$ cat config.mk
export PLATFORM = sky130hd
export DESIGN_NAME = encoder_8to3
export DESIGN_NICKNAME = d
export VERILOG_FILES = /design/src/rtl/encoder_pkg.sv /design/src/rtl/encoder_8to3_core.sv /design/src/rtl/encoder_8to3.sv
export SDC_FILE = /design/constraint.sdc
export NUM_CORES = 1
export LEC_CHECK = 0
export ABC_CLOCK_PERIOD_IN_PS = 1700
export BUFFER_PORTS_ARGS = -buffer_cell sky130_fd_sc_hd__buf_2
export CELL_PAD_IN_SITES_DETAIL_PLACEMENT = 1
export CELL_PAD_IN_SITES_GLOBAL_PLACEMENT = 1
export CORE_AREA = 2 2 39 41
export DETAILED_ROUTE_END_ITERATION = 8
export DIE_AREA = 0 0 41 43
export PLACE_DENSITY_LB_ADDON = 0.1
export SYNTH_ARGS = -nofsm -noshare
export SYNTH_HDL_FRONTEND = slang
export SYNTH_SLANG_ARGS = --single-unit
$ cat constraint.sdc
create_clock -name clk -period 1.7 [get_ports clk]
set_input_delay 0.34 -clock clk [delete_from_list [all_inputs] [get_ports clk]]
set_output_delay 0.34 -clock clk [all_outputs]
set_load 0.03 [all_outputs]
$ cat src/rtl/encoder_pkg.sv
// Shared widths and encode helpers for the registered 8-to-3 encoder.
package encoder_pkg;

    localparam int ENC_IN_W  = 8;
    localparam int ENC_OUT_W = 3;

    // Returns {found, idx}. Later loop iterations overwrite earlier ones,
    // so the scan order decides which set bit wins.
    function automatic logic [ENC_OUT_W:0] enc_prio(input logic [ENC_IN_W-1:0] vec,
                                                    input logic                msb_first);
        logic                 found;
        logic [ENC_OUT_W-1:0] idx;
        found = 1'b0;
        idx   = '0;
        for (int i = 0; i < ENC_IN_W; i++) begin
            if (msb_first) begin
                if (vec[i]) begin
                    found = 1'b1;
                    idx   = ENC_OUT_W'(i);
                end
            end else if (vec[ENC_IN_W-1-i]) begin
                found = 1'b1;
                idx   = ENC_OUT_W'(ENC_IN_W - 1 - i);
            end
        end
        return {found, idx};
    endfunction

    function automatic logic [ENC_OUT_W:0] enc_popcnt(input logic [ENC_IN_W-1:0] vec);
        logic [ENC_OUT_W:0] cnt;
        cnt = '0;
        for (int i = 0; i < ENC_IN_W; i++) begin
            cnt = cnt + {{ENC_OUT_W{1'b0}}, vec[i]};
        end
        return cnt;
    endfunction

endpackage

$ cat src/rtl/encoder_8to3_core.sv
// Purely combinational priority encoder: request vector to winning index.
module encoder_8to3_core
    import encoder_pkg::*;
(
    input  logic [ENC_IN_W-1:0]  in,
    input  logic                 msb_first,
    output logic [ENC_OUT_W-1:0] idx,
    output logic                 found
);

    assign {found, idx} = enc_prio(in, msb_first);

endmodule

$ cat src/rtl/encoder_8to3.sv
// Registered 8-to-3 priority encoder with sample enable and idle hold option.
// Define ENCODER_ONEHOT_CHECK_EN to add the registered multi-hot flag 'err'.
module encoder_8to3
    import encoder_pkg::*;
#(
    parameter int MSB_PRIORITY = 1,
    parameter int HOLD_ON_IDLE = 1
) (
    input  logic                 clk,
    input  logic                 rst_n,
    input  logic                 en,
    input  logic [ENC_IN_W-1:0]  in,
    output logic [ENC_OUT_W-1:0] out,
    output logic                 valid
`ifdef ENCODER_ONEHOT_CHECK_EN
    ,
    output logic                 err
`endif
);

    localparam logic MSB_FIRST = (MSB_PRIORITY != 0);
    localparam logic HOLD_IDLE = (HOLD_ON_IDLE != 0);

    logic [ENC_OUT_W-1:0] idx_p0;
    logic                 found_p0;
    logic [ENC_OUT_W-1:0] out_p1;
    logic                 vld_p1;

    encoder_8to3_core u_core (
        .in        (in),
        .msb_first (MSB_FIRST),
        .idx       (idx_p0),
        .found     (found_p0)
    );

    // p0 -> p1: output register; idle samples keep or clear the index
    always_ff @(posedge clk or negedge rst_n) begin
        if (!rst_n) begin
            out_p1 <= '0;
            vld_p1 <= 1'b0;
        end else if (en) begin
            vld_p1 <= found_p0;
            if (found_p0) begin
                out_p1 <= idx_p0;
            end else if (!HOLD_IDLE) begin
                out_p1 <= '0;
            end
        end
    end

    assign out   = out_p1;
    assign valid = vld_p1;

`ifdef ENCODER_ONEHOT_CHECK_EN
    logic err_p1;

    // Flag is only meaningful for the edge that sampled it; any other edge clears it
    always_ff @(posedge clk or negedge rst_n) begin
        if (!rst_n) begin
            err_p1 <= 1'b0;
        end else begin
            err_p1 <= en && (enc_popcnt(in) > (ENC_OUT_W+1)'(1));
        end
    end

    assign err = err_p1;

`ifndef SYNTHESIS
    always @(posedge clk) begin
        if (rst_n) begin
            assert (!err_p1)
            else $warning("encoder_8to3: multi-hot request vector was sampled");
        end
    end
`endif
`endif

endmodule

# After elaboration in Yosys (flattened, before gate mapping)

Cells that the tools add are included.
W data, S select, Z words.

Output and inout bits: 4
Register bits: 4
Input port bits: 11
Logic and storage cells: 18

Reductions and logical operators: 1
Mux-type cells: 15

Operator list:

| kind              | number |
|---|---|
| $mux W3           | 4 |
| $mux W1           | 9 |
| $mux W2           | 2 |
| $reduce_and A2 Y1 | 1 |

# Depth between registers and ports, before layout

Gate-level depths: netlist of the first run.

Depth after elaboration: 9
Gate-level depth with buffers: 3
Gate-level depth less buffers: 3

# Modules after synthesis

From an unflattened synthesis of the first run, not the netlist that was laid out.

Cells, all modules: 34
Area, all modules: 279.0 sq um

By module, submodules not included:

| module            | area an instance (sq um) | sequential area each (sq um) | cells an instance | times used |
|---|---|---|---|---|
| encoder_8to3      | 163.9                    | 100.1                        | 11                | 1 |
| encoder_8to3_core | 115.1                    | 0.0                          | 23                | 1 |

# Worst setup path before layout of the first run

OpenSTA, ideal clock, no wires.

Path kind: input port to flip-flop
Start: in in[3]
End: reg out_p1[1], in the netlist out[1]
Arrival time: 1184 ps
Setup time: 125 ps
Buffers on the path: 0
Data required time: 1575 ps
Stages on the path: 3
Setup slack: 390 ps
Path through: o41ai_2 nand2_2 mux2_4

Cells in the longest elaborated chain, start to end: 6
Elaborated cells between the ends (all ways): 11
Those cells by class: mux: 10; reduce/logical: 1

RTL lines:

| item                        | line               | source |
|---|---|---|
| from (decl)                 | encoder_8to3.sv:12 | `input logic [ENC_IN_W-1:0] in,` |
| $mux W1 (5 in a row)        | encoder_pkg.sv:17  | `if (vec[i]) begin` |
| $reduce_and A2 Y1 (no line) | -                  |  |
| to (signal assigned)        | encoder_8to3.sv:44 | `out_p1 <= idx_p0;` |
| to (decl)                   | encoder_8to3.sv:26 | `logic [ENC_OUT_W-1:0] out_p1;` |

Parallel ways exist; a longest one is shown, timed or not.
A chain may end at the register's enable or synchronous reset.

# Worst setup path in the final report of the first run

Start: in in[4]
End: reg out_p1[1], in the netlist out[1]

Cells in the longest elaborated chain, start to end: 5
Elaborated cells between the ends (all ways): 9
Those cells by class: mux: 8; reduce/logical: 1

RTL lines:

| item                        | line |
|---|---|
| $mux W1 (4 in a row)        | encoder_pkg.sv:17 |
| $reduce_and A2 Y1 (no line) | - |

Parallel ways exist; a longest one is shown, timed or not.

==> results of run 1 <==
-- metal layers --
layer / share of wire / vias up / global-route usage
li1: - / 120 / -
met1: 0.35 / 112 / 0.0915
met4: 0.013 / 0 / 0.120
met5: 0 / - / 0
met2: 0.55 / 8 / 0.144
met3: 0.077 / 2 / 0.0157
-- layout make-up --
class / count / share of cell area
multi-input combinational: 17 / 0.337
timing repair buffer: 17 / 0.261
sequential: 4 / 0.275
tap: 16 / 0.0550
clock buffer: 3 / 0.0619
inverter: 1 / 0.0103
-- placed cells by master (no fill, tap or decap), drive strengths merged --
master	count
inv	1
o21ai	1
dlygate4sd3	1
nand2b	1
a31oi	1
clkbuf	3
nand2	3
mux2	1
nor2b	1
o31ai	1
buf	16
dfrtp	4
nor2	3
o41ai	2
nand3	1
a21oi	1
and3b	1
-- how the worst max path moves through the flow --
stage	startpoint	to	slack [ns]	cells past startpoint
finish	in[4]	out[1]$_DFFE_PN0P_	0.52	4
global route	in[4]	out[0]$_DFFE_PN0P_	0.49	5
global placement	in[3]	out[1]$_DFFE_PN0P_	0.28	4
floorplan	in[3]	out[1]$_DFFE_PN0P_	0.39	3
detailed placement	in[3]	out[1]$_DFFE_PN0P_	0.28	4
CTS	in[3]	out[1]$_DFFE_PN0P_	0.52	4
-- kinds of logic (layout without fill, tap and decap cells) --
| family | count (synthesis) | count (layout) |
|---|---|---|
| AO/OA/AOI/OAI | 6 | 6 |
| buffers and inverters | 1 | 21 |
| flip-flops | 4 | 4 |
| multiplexers | 1 | 1 |
| AND/OR/NAND/NOR | 10 | 10 |
-- metrics by stage --
stage / instances / worst slack (ns) / total power, uW
floorplan: 22 / 0.390 / 145
global placement: 54 / 0.284 / 180
detailed placement: 54 / 0.280 / 182
CTS: 58 / 0.518 / 305
global route: 58 / 0.489 / 322
finish: 58 / 0.519 / 296
-- registers in the layout (all words and copies together) (netlist names) --
signal,count
valid,1
out,3
-- worst max-delay path, stage by stage --
cell,delay (ns)
buf_2,0.12
o41ai_2,0.42
nand2_2,0.11
mux2_4,0.31
-- cell usage after synthesis --
master,number
a21oi_1,1
a31oi_1,1
and3b_1,1
dfrtp_1,4
inv_1,1
mux2_4,1
nand2_1,2
nand2_2,1
nand2b_1,1
nand3_1,1
nor2_1,3
nor2b_1,1
o21ai_0,1
o31ai_1,1
o41ai_2,2
-- power by group --
group / leakage [uW] / internal (uW) / switching [uW]
Combinational: 0.000123 / 31.4 / 42.7
Clock: 0.0000138 / 78.8 / 36.2
Sequential: 0.0000411 / 104 / 3.30
==> metrics, run 1 <==
Slew headroom=0.770; sequential cell area fraction in the yosys report=0.442; die area=roughly 1800 sq um; cell area after layout=~360 sq um; Post-CTS Resized=0; PortBufs=14; status=finished, final reports clean; remaining global-route overflow=0; Synth Instances=22; final hold vios=0; Lkg Pwr=about 0.00018 uW; critical path peak fanout=3; Synth Area in Adders=0; pin count of the biggest net entering global routing=5; maxcap violations=0; CP arrival=between 1 and 1.5 ns; Synth Cell Area=around 230 sq um; post-layout min period=between 1 and 1.5 ns; reg2reg setup slack=~0.95 ns; postcts setup bufs=0; Slew @ Worst Pin=0.342 ns; number of global-route vias before repair=around 280; setup TNS=0 ns; unrepaired setup endpoints after global routing=false; Reg-to-Reg End=out[0]$_DFFE_PN0P_; chip height=approximately 43 microns; Critical Path RT=1.81 ns; CTS tree=yes; Initial DRT Pass Iterations=1; clock slew at reported path FFs=0.04 ns; xor and xnor area share after synthesis=0; post-synth cell types=15; Mapped Avg Cell Area=10.3 sq um; CTS Buffer Depth=2; r2r startpoint=out[0]$_DFFE_PN0P_; htree depth=1; routability congestion estimate from global placement=0.665; Syn Nets=33; IO Pins=15; # setup viols final=0; DRC violations left=0; Crit Path Class=input pin to register; first-pass GRT wire length=1050 microns; Synth top area share=0.442; CTS buffer count=3; CTS Hold Bufs=1; register area=about 100 sq um; root buffer cell=clkbuf_4; hold crit path type=input pin to async pin; post-route clock period utilization=0.695; Critical Path Start Type=input pin; First DRT Iteration DRCs=0; count of pins over their slew limit=0; top post-synthesis cells by area=dfrtp_1, o41ai_2, mux2_4; initial core utilization=0.164; synth warn=0; initial antenna violation count=0; fill cell count=between 150 and 200; die width=41 microns; Via density=between 4 and 5; Synth Area in Compound Gates=0.249; area growth from synthesis to layout=60.8%; Yosys reg bits=4; post-synth top area cell=dfrtp_1; simple-gate portion of the synthesized area=0.227; via count=between 200 and 250; Nets=55; average wire per standard cell=around 11 microns; worst-case reg-to-reg path depth=2; final WL=640 microns; GRT Util Overall=0.0959; CP Capture Type=register; proportion of synthesized area in mux cells=0.0663; Clock Skew=0 ns; hpwl dp=~540 microns; Peak VDD IR=slightly above 0.3 mV; Antenna diodes=0; multi-input logic area=about 120 sq um; DRT antenna net count=0; Hold Slack=~0.44 ns; clk_lat worst skew=between 0.2 and 0.25 ns; standard-cell row count=14; top achievable clock speed=about 0.85 GHz; CTS sink cnt=4; Cell Area, Placed=between 300 and 400 sq um; Core Util, Final=0.263; Cell Pwr Density=approximately 810 nW/um^2; main combinational cell family by area after synthesis=compound AO/OA/AOI/OAI gates; Core Region=1380 sq um; share of cells above drive strength 1=0.548
Note: power is estimated with default switching activity, not from simulation.
==> inputs of run 2 (changes only) <==
- ABC_AREA: not set -> 1
- ABC_CLOCK_PERIOD_IN_PS: 1700 -> 1200
- clock period: 1.7 -> 1.2 ns (I/O delays scaled with it)
==> run 2 against run 1 <==
Against the previous run:
- worst setup slack got worse by 0.35 ns
- flip-flop and latch count did not move
- core utilization fell by 0.63 points
- largest cell class unchanged
==> metrics, run 2 <==
Lkg Pwr=0.000218 uW (+23%); initial core utilization=0.168 (+0.00452); die width=41 microns (unchanged); critical path peak fanout=2 (-1); WP buf/inv=1 (unchanged); simple-gate portion of the synthesized area=0.392 (+0.166); area growth from synthesis to layout=52.7%; Slew @ Worst Pin=0.130 ns (-0.212 ns); crit-path cells=buf_2; synth warn=0 (unchanged); main combinational cell family by area after synthesis=simple AND/OR/NAND/NOR gates; PortBufs=14 (unchanged); Nets=67 (+22%); proportion of synthesized area in mux cells=0 (-0.0663); chip height=43 microns (unchanged); top_reg_cell synth=dfrtp_1; Placed Cells incl. Taps=66 (+22%); DRT antenna net count=0 (unchanged); setup TNS=0 ns (unchanged); post-synth top area cell=dfrtp_1; top-count cell post-synth=nand2_1; CP max-delay cell=dfrtp_1; pin count of the biggest net entering global routing=5 (unchanged); routability congestion estimate from global placement=0.620 (-6.8%); Final Power=425 uW (+44%); CP Capture Type=primary output; EDFF count, synth=0 (unchanged); Synth top area share=0.430 (-0.0119); Critical Path Start Type=register; hpwl dp=537 microns (-1.4%); die area=1760 sq um (unchanged); async set-reset flop share out of synthesis=1.00 (unchanged); Critical Path RT=0.96 ns (-0.85 ns); most common cell after layout, fill and taps aside=nand2_1; root buffer cell=clkbuf_4; first-pass GRT wire length=986 microns (-5.9%); post-route insts no fill=70 (+21%); number of global-route vias before repair=273 (-2.2%); Post-CTS Resized=0 (unchanged); max incr delay on CP=0.37 ns (-0.05 ns); met1 Use GR=0.0868 (-0.00469); final WL=632 microns (-1.3%); Hold Slack=0.219 ns (-0.217 ns); met2 global-route usage=0.131 (-0.0125); GR peak layer=met2; final hold vios=0 (unchanged); Core Region=1380 sq um (unchanged); # setup viols final=0 (unchanged); initial antenna violation count=0 (unchanged); clk_lat worst skew=0.23 ns (about the same); P_int=296 uW (+38%); Sequential Power Share=0.361 (about the same); post-route clock period utilization=0.855; Yosys reg bits=4 (unchanged); Cell Pwr Density=1200 nW/um^2 (+47%); standard-cell row count=14 (unchanged); post-synth cell types=9 (-6); most frequent cells in the layout=nand2_1, buf_2, inv_1; hold crit path type=input pin to register; sw power=129 uW (+57%); Slew headroom=0.912 (+0.143); Antenna diodes=0 (unchanged); Syn Nets=47 (+42%); critical path's top delay family=flip-flops; top achievable clock speed=between 0.9 and 1 GHz; CTS sink cnt=4 (unchanged); met3 Track Usage GR=0.0157 (unchanged); Clock Skew=0 ns (unchanged); Peak VDD IR=0.182 mV (-41%); Synth top cells by count=nand2_1, inv_1, dfrtp_1; clock share of power=0.406 (+0.018); CTS Buffer Depth=2 (unchanged); sequential cell area fraction in the yosys report=0.430 (-0.0119); Via density=3.90 (-6.5%); clock slew at reported path FFs=0.04 ns (about the same); Initial DRT Pass Iterations=2 (+1); Synth Area in Compound Gates=0.0430 (-0.206); Synth Instances=36 (+64%); count of pins over their slew limit=0 (unchanged); Core Util, Final=0.257 (-0.00633); combinational fraction of design power=0.233 (-0.017); via count=273 (+13%); share of cells above drive strength 1=0.370 (-0.177); First DRT Iteration DRCs=3 (+3); Synth Area in Adders=0 (unchanged); maxcap violations=0 (unchanged); Synth Cell Area=233 sq um (+2.8%); CTS tree=yes; post-layout min period=about 1.0 ns; Mapped Avg Cell Area=6.46 sq um (-37%); IO Pins=15 (unchanged); DRC violations left=0 (unchanged); Sw Ratio=0.303 (+0.0257); status=finished, final reports clean; htree depth=1 (unchanged); unrepaired setup endpoints after global routing=false; Crit Path Class=register to primary output; CTS buffer count=3 (unchanged); top post-synthesis cells by area=dfrtp_1, nand2_1, inv_1; GRT Util Overall=0.0873 (-0.00851); average wire per standard cell=9.03 microns (-18%); xor and xnor area share after synthesis=0 (unchanged); remaining global-route overflow=0 (unchanged); CP arrival=0.79 ns (-0.50 ns); Largest register FFs=3 (unchanged)
[run 2: changes by cell type after synthesis, moves of 2 or more]
cell,delta
nand2_1,+13
inv_1,+6
nand3_1,+2
o41ai_2,-2
[run 2: layout make-up]
cell class / instances / area, sq um
repair buffers: 15 / 80.1
inverters: 8 / 31.3
well taps: 16 / 20.0
multi-input cells: 24 / 101
fillers: 192 / 1030
flip-flops and latches: 4 / 100
clock buffers: 3 / 22.5
[run 2: power by group through the flow]
stage	clock network (uW)	registers (uW)	logic [uW]
4_1_cts	183	154	102
3_5_place_dp	0	155	98.7
3_3_place_gp	0	155	96.2
6_report	172	154	99.0
2_1_floorplan	0	180	33.1
5_1_grt	192	155	112
[run 2: routing by layer]
metal,wire [microns],vias up
met3,56,0
met4,0,0
met2,325,12
li1,-,142
met5,0,-
met1,249,119
[run 2: per-stage QoR]
step	instance area, sq um	setup slack (ns)
6_report	355	0.174
5_1_grt	355	0.131
4_1_cts	355	0.154
3_5_place_dp	323	0.219
3_3_place_gp	323	0.232
2_1_floorplan	233	0.429
[run 2: path summary, 6_finish.rpt]
check	start	slack [ns]	cells after the start	end
max in group asynchronous	rst_n	0.74	2	out[1]$_DFFE_PN0P_
max reg2reg	out[1]$_DFFE_PN0P_	0.59	2	out[1]$_DFFE_PN0P_
max	out[1]$_DFFE_PN0P_	0.17	1	out[1]
min reg2reg	out[2]$_DFFE_PN0P_	0.47	2	out[2]$_DFFE_PN0P_
min	en	0.22	2	valid$_DFFE_PN0P_
min in group asynchronous	rst_n	0.33	2	out[2]$_DFFE_PN0P_
[run 2: cells by family after synthesis]
kind of cell / after synthesis
buffers and inverters: 8
AOI/OAI and AO/OA: 2
DFF: 4
and+or+nand+nor: 22
[run 2: what timing repair did]
action	in CTS	in global routing
setup endpoints to repair	0	0
endpoints found under the hold margin	4	0
setup buffers	0	0
hold buffers	1	0
